<file path="src/rtl/traffic_light_controller_param.sv">
// Parameterised N-way traffic light controller with a free-running one-second
// tick, per-phase BCD countdown and emergency pre-emption.
module traffic_light_controller_param #(
  parameter int unsigned N_DIR    = 4,
  parameter int unsigned TICK_DIV = 50000000,
  parameter int unsigned GREEN_T  = 25,
  parameter int unsigned YELLOW_T = 5,
  parameter int unsigned CLEAR_T  = 2,
  localparam int unsigned DW      = (N_DIR > 2) ? $clog2(N_DIR) : 1
) (
  input  logic               clk,
  input  logic               reset,
  input  logic [N_DIR-1:0]   req,
  input  logic               emerg,
  input  logic [DW-1:0]      emerg_dir,
  output logic [3*N_DIR-1:0] lights,
  output logic [DW-1:0]      active_dir,
  output logic [1:0]         phase,
  output logic [3:0]         cnt_tens,
  output logic [3:0]         cnt_ones,
  output logic               tick
);

  localparam int unsigned CW    = $clog2(TICK_DIV);
  localparam int unsigned CNT_W = 7;

  localparam logic [CNT_W-1:0]   GREEN_CNT  = CNT_W'(GREEN_T);
  localparam logic [CNT_W-1:0]   YELLOW_CNT = CNT_W'(YELLOW_T);
  localparam logic [CNT_W-1:0]   CLEAR_CNT  = CNT_W'(CLEAR_T);
  localparam logic [3*N_DIR-1:0] ALL_RED    = {N_DIR{3'b100}};

  typedef enum logic [1:0] {
    PH_GREEN  = 2'b00,
    PH_YELLOW = 2'b01,
    PH_CLEAR  = 2'b10,
    PH_EMERG  = 2'b11
  } phase_e;

  phase_e             state_q, state_d;
  logic [DW-1:0]      dir_d;
  logic [CNT_W-1:0]   count_q, count_d;
  logic [CW-1:0]      tick_cnt;
  logic [DW-1:0]      edir_eff;
  logic [DW-1:0]      next_dir;
  logic               found;
  logic [3*N_DIR-1:0] lights_d;
  logic [3:0]         tens_d, ones_d;

  assign phase = state_q;

  // Out-of-range emergency directions fold to direction 0
  assign edir_eff = (32'(emerg_dir) < N_DIR) ? emerg_dir : '0;

  // Free-running tick divider; tick is high while the divider sits at TICK_DIV-1
  always_ff @(posedge clk or negedge reset) begin
    if (!reset) begin
      tick_cnt <= '0;
      tick     <= 1'b0;
    end else begin
      if (tick_cnt == CW'(TICK_DIV - 1)) tick_cnt <= '0;
      else                               tick_cnt <= tick_cnt + CW'(1);
      tick <= (tick_cnt == CW'(TICK_DIV - 2));
    end
  end

  // Circular search for the next requesting direction after active_dir
  always_comb begin
    next_dir = DW'((32'(active_dir) + 32'd1) % N_DIR);
    found    = 1'b0;
    for (int unsigned k = 1; k <= N_DIR; k++) begin
      int unsigned idx;
      idx = (32'(active_dir) + k) % N_DIR;
      if (!found && ((req >> idx) & N_DIR'(1)) != '0) begin
        next_dir = DW'(idx);
        found    = 1'b1;
      end
    end
  end

  // Phase sequencing, countdown and emergency pre-emption
  always_comb begin
    state_d = state_q;
    dir_d   = active_dir;
    count_d = count_q;
    case (state_q)
      PH_GREEN: begin
        if (emerg) begin
          if (edir_eff == active_dir) begin
            state_d = PH_EMERG;
            count_d = '0;
          end else begin
            state_d = PH_YELLOW;
            count_d = YELLOW_CNT;
          end
        end else if (tick) begin
          if (count_q > CNT_W'(1)) begin
            count_d = count_q - CNT_W'(1);
          end else begin
            state_d = PH_YELLOW;
            count_d = YELLOW_CNT;
          end
        end
      end
      PH_YELLOW: begin
        if (tick) begin
          if (count_q > CNT_W'(1)) begin
            count_d = count_q - CNT_W'(1);
          end else begin
            state_d = PH_CLEAR;
            count_d = CLEAR_CNT;
          end
        end
      end
      PH_CLEAR: begin
        if (tick) begin
          if (count_q > CNT_W'(1)) begin
            count_d = count_q - CNT_W'(1);
          end else if (emerg) begin
            state_d = PH_EMERG;
            dir_d   = edir_eff;
            count_d = '0;
          end else begin
            state_d = PH_GREEN;
            dir_d   = next_dir;
            count_d = GREEN_CNT;
          end
        end
      end
      PH_EMERG: begin
        if (!emerg) begin
          state_d = PH_YELLOW;
          count_d = YELLOW_CNT;
        end
      end
      default: begin
        state_d = PH_CLEAR;
        count_d = CLEAR_CNT;
      end
    endcase
  end

  // BCD digits of the upcoming countdown value
  assign tens_d = 4'(count_d / CNT_W'(10));
  assign ones_d = 4'(count_d % CNT_W'(10));

  // Per-direction lamp pattern for the upcoming phase
  for (genvar d = 0; d < N_DIR; d++) begin : g_lamp
    assign lights_d[3*d +: 3] = (state_d == PH_CLEAR || dir_d != DW'(d)) ? 3'b100 :
                                (state_d == PH_YELLOW)                    ? 3'b010 :
                                                                            3'b001;
  end

  // State register together with its registered outputs
  always_ff @(posedge clk or negedge reset) begin
    if (!reset) begin
      state_q    <= PH_CLEAR;
      active_dir <= DW'(N_DIR - 1);
      count_q    <= CLEAR_CNT;
      cnt_tens   <= 4'(CLEAR_T / 10);
      cnt_ones   <= 4'(CLEAR_T % 10);
      lights     <= ALL_RED;
    end else begin
      state_q    <= state_d;
      active_dir <= dir_d;
      count_q    <= count_d;
      cnt_tens   <= tens_d;
      cnt_ones   <= ones_d;
      lights     <= lights_d;
    end
  end

endmodule

</file>
<file path="config.mk">
export PLATFORM = sky130hd
export DESIGN_NAME = traffic_light_controller_param
export DESIGN_NICKNAME = d
export VERILOG_FILES = /design/src/rtl/traffic_light_controller_param.sv
export SDC_FILE = /design/constraint.sdc
export NUM_CORES = 1
export LEC_CHECK = 0
export CORE_MARGIN = 3
export CORE_UTILIZATION = 50
export DETAILED_ROUTE_END_ITERATION = 6
export HOLD_SLACK_MARGIN = 0.1
export PLACE_DENSITY = 0.72
export SYNTH_ARGS = -nofsm -noshare
export SYNTH_HDL_FRONTEND = slang
export SYNTH_SLANG_ARGS = --single-unit
</file>
<file path="constraint.sdc">
create_clock -name clk -period 5.6 [get_ports clk]
set_input_delay 1.4 -clock clk [delete_from_list [all_inputs] [get_ports clk]]
set_output_delay 1.4 -clock clk [all_outputs]
set_load 0.02 [all_outputs]
</file>
==> impl_metrics.env <==
export IMPL_outcome="completed"
export IMPL_grt_max_degree=58
export IMPL_numCtsBuffers=9
export IMPL_cts_sinks=57
export IMPL_syn_nets=361
export IMPL_dp_worst_setup_slack_ns=0.0232
export IMPL_met2_usage=0.304
export IMPL_vias_per_cell=5.71
export IMPL_cap_viol_max_count=0
export IMPL_start_kind="input port"
export IMPL_rsz0062_at_grt="no"
export IMPL_numPortBuffers=33
export IMPL_rows=28
export IMPL_place_hpwl_microns=4730
export IMPL_finalWorstSetupSlack_ns=0.331
export IMPL_setup_tns_ns=0
export IMPL_grt_overflow=0
export IMPL_via_count=2643
export IMPL_nFillCells=504
export IMPL_ys_types=70
export IMPL_ys_flop_type="dfrtp_1"
export IMPL_hold_buffers=0
export IMPL_reg2reg_from="count_q[1]$_DFF_PN1_"
export IMPL_instances_no_fill=463
export IMPL_end_kind="register"
export IMPL_synth_area_sq_um=3270
export IMPL_p_per_area_nw_per_um2=215
export IMPL_antenna_found_initial=0
export IMPL_crit_required_ns=5.80
export IMPL_finalSetupViolations=0
export IMPL_clock_latency_ns=0.33
export IMPL_finalCriticalPeriod_ns=5.27
export IMPL_crit_arrival_ns=5.47
export IMPL_antenna_cells=0
export IMPL_hold_depth=1
export IMPL_fmax_mhz=190
export IMPL_postRouteAntennaNets=0
export IMPL_core_area_sq_um=6130
export IMPL_path_class="input port to register"
export IMPL_synth_seq_area_share=0.440
export IMPL_track_usage=0.197
export IMPL_path_max_fanout=6
export IMPL_cts_tree="yes"
export IMPL_routed_wl_microns=6630
export IMPL_die_w_microns=86.8
export IMPL_p_leak_nw=1.75
export IMPL_grt_busiest_layer="met2"
export IMPL_finalHoldViolCount=0
export IMPL_post_route_drc_count=0
export IMPL_place_inst=447
export IMPL_cts_resized=0
export IMPL_r2r_end="cnt_ones[2]$_DFF_PN0_"
export IMPL_drtIter0Drc=142
export IMPL_drt_first_pass_iters=4
export IMPL_cpMaxStageDelayCell="clkdlybuf4s50_1"
export IMPL_r2r_cells=22
export IMPL_htree_levels=3
export IMPL_peakVddDrop_v=0.000183
export IMPL_avgSynthCellArea_sq_um=9.47
export IMPL_nets=399
export IMPL_pin_count=34
export IMPL_regToRegSetupSlack_ns=1.14
export IMPL_min_path_type="register to register"
export IMPL_area_delta_synth_final_pct=18.3
export IMPL_grt_pass1_wl_microns=11700
export IMPL_fin_skew_ns=0.00896
export IMPL_cts_buffer_depth=2
export IMPL_clockRootBuffer="clkbuf_8"
export IMPL_gr_usage_met3=0.0608
export IMPL_gr_usage_met1=0.261
export IMPL_wire_per_inst_microns=14.3
export IMPL_gp_congestion=0.945
export IMPL_relSlewSlack=0.462
export IMPL_fp_dieH_microns=86.8
export IMPL_drive_gt1_frac=0.139
export IMPL_yosysWarnings=0
export IMPL_grt_pass1_vias=2567
export IMPL_post_route_period_util=0.941
export IMPL_syn_inst=345
export IMPL_slew_violations=0
export IMPL_clk_pin_slew_worst_paths_ns=0.06
export IMPL_initial_core_util=0.533
export IMPL_die_area_sq_um=7540
export IMPL_ys_ff_latch=57
export IMPL_tightest_slew_ns=0.800
export IMPL_worstHoldStart="tick_cnt[6]$_DFF_PN0_"
export IMPL_synth_edf_count=0
export IMPL_cp_slowest_stage_delay_ns=0.54
export IMPL_hold_end="tick_cnt[6]$_DFF_PN0_"
export IMPL_post_cts_buffers=0
export IMPL_cpMostUsedCell="inv_1"
export IMPL_crit_path_cell_trace="clkdlybuf4s50_1 -> or3b_2 -> nand2_1 -> o31ai_2 -> a221oi_4 -> inv_1 -> nand2_2 -> o211a_1 -> nor2_1 -> inv_1 -> ha_1 -> inv_1 -> o31ai_4 -> a21boi_4 -> o211ai_4 -> xnor2_1 -> ha_1 -> o21ai_0 -> mux2i_1 -> nand3_1 -> mux2i_1"
export IMPL_async_reset_ff_frac=1.00
[flip-flops by register name, summed over array words and instances, names as in the netlist]
signal      cells
tick_cnt       26
cnt_ones        3
active_dir      2
phase           2
cnt_tens        4
count_q         7
tick            1
lights         12
[how the worst max path moves through the flow]
stage	depth (start not counted)	startpoint	slack, ns	endpoint
after floorplan	20	emerg	0.76	cnt_ones[3]$_DFF_PN0_
after global placement	21	emerg	0.15	cnt_ones[2]$_DFF_PN0_
after detailed placement	21	emerg	0.02	cnt_ones[3]$_DFF_PN0_
after CTS	21	emerg	0.38	cnt_ones[2]$_DFF_PN0_
after global routing	21	emerg	0.02	cnt_ones[3]$_DFF_PN0_
final	21	emerg	0.33	cnt_ones[2]$_DFF_PN0_
[layout make-up]
cell class	instances	area, sq um	share of cell area
inverters	20	75.1	0.0194
clock inverters	3	40.0	0.0104
multi-input cells	257	1710	0.442
clock buffers	13	149	0.0385
well taps	75	93.8	0.0243
repair buffers	38	363	0.0939
flip-flops and latches	57	1440	0.372
[Yosys cell counts (9+ instances only)]
cell      n  share of area
xor2_1   12          0.032
xnor2_1  16          0.043
dfstp_2   9          0.072
nand3_1  19          0.029
o21ai_0  11          0.017
nand4_1  10          0.019
nand2_1  22          0.025
dfrtp_1  48           0.37
nor2_1   46          0.053
inv_1    19          0.022
a21oi_1  15          0.023
[report_power, final]
| group | leakage (nW) | switching, mW | internal, mW |
|---|---|---|---|
| registers | 0.721 | 0.00133 | 0.416 |
| clock network | 0.0974 | 0.150 | 0.217 |
| logic | 0.927 | 0.0271 | 0.0201 |
[placed cells by master (no fill, tap or decap), types with 2 or more instances in the layout]
| cell type | n |
|---|---|
| dfrtp_1 | 48 |
| nor2_1 | 46 |
| clkdlybuf4s50_1 | 32 |
| nand2_1 | 22 |
| inv_1 | 19 |
| nand3_1 | 19 |
| xnor2_1 | 16 |
| a21oi_1 | 15 |
| xor2_1 | 12 |
| o21ai_0 | 11 |
| nand4_1 | 10 |
| clkbuf_8 | 10 |
| dfstp_2 | 9 |
| nand2b_1 | 7 |
| ha_1 | 7 |
| nor3_1 | 6 |
| nor4_1 | 6 |
| nor2b_1 | 5 |
| o22ai_1 | 5 |
| buf_4 | 5 |
| and4_1 | 4 |
| and2_1 | 4 |
| and3_1 | 4 |
| or3_1 | 3 |
| nand3_2 | 3 |
| clkbuf_1 | 3 |
| or3b_2 | 2 |
| o21ba_2 | 2 |
| o21ai_1 | 2 |
| a31o_2 | 2 |
| a31oi_1 | 2 |
| mux2i_1 | 2 |
| a21o_1 | 2 |
| o221ai_1 | 2 |
| clkinv_2 | 2 |
[per-layer routing]
metal  vias up  part of all wire  wire, microns
met1      1276              0.46           3070
met2        53              0.48           3190
met5         -                 0              0
li1       1308                 -              -
met4         0             0.010             67
met3         6             0.045            296
[worst max-delay path, delay by kind of cell]
family                     cells  cell delay [ns]
and+or+nand+nor                5             1.07
muxes                          2             0.34
xor gates and xnor gates       1             0.17
AOI/OAI and AO/OA              7             1.23
buffers and inverters          4             0.85
adders and majority gates      2             0.44
[logic make-up (layout without fill, tap and decap cells)]
kind of cell,count (synthesis),after routing,share of synthesized area
compound gates,65,65,0.155
xor+xnor,28,28,0.0750
fa+ha+maj,8,8,0.0299
buf+inv,31,74,0.0379
flops,57,57,0.440
mux,4,4,0.0142
simple gates,152,152,0.248
[metrics by stage]
step / hold WS [ns] / utilization / power, mW / cell area, sq um
CTS: 0.490 / 0.630 / 0.842 / 3860
finish: 0.491 / 0.630 / 0.831 / 3860
global placement: 0.462 / 0.600 / 0.471 / 3680
floorplan: 0.438 / - / 0.446 / 3270
detailed placement: 0.472 / 0.600 / 0.472 / 3680
global route: 0.506 / 0.630 / 0.868 / 3860
(Power assumes the default switching activity.)
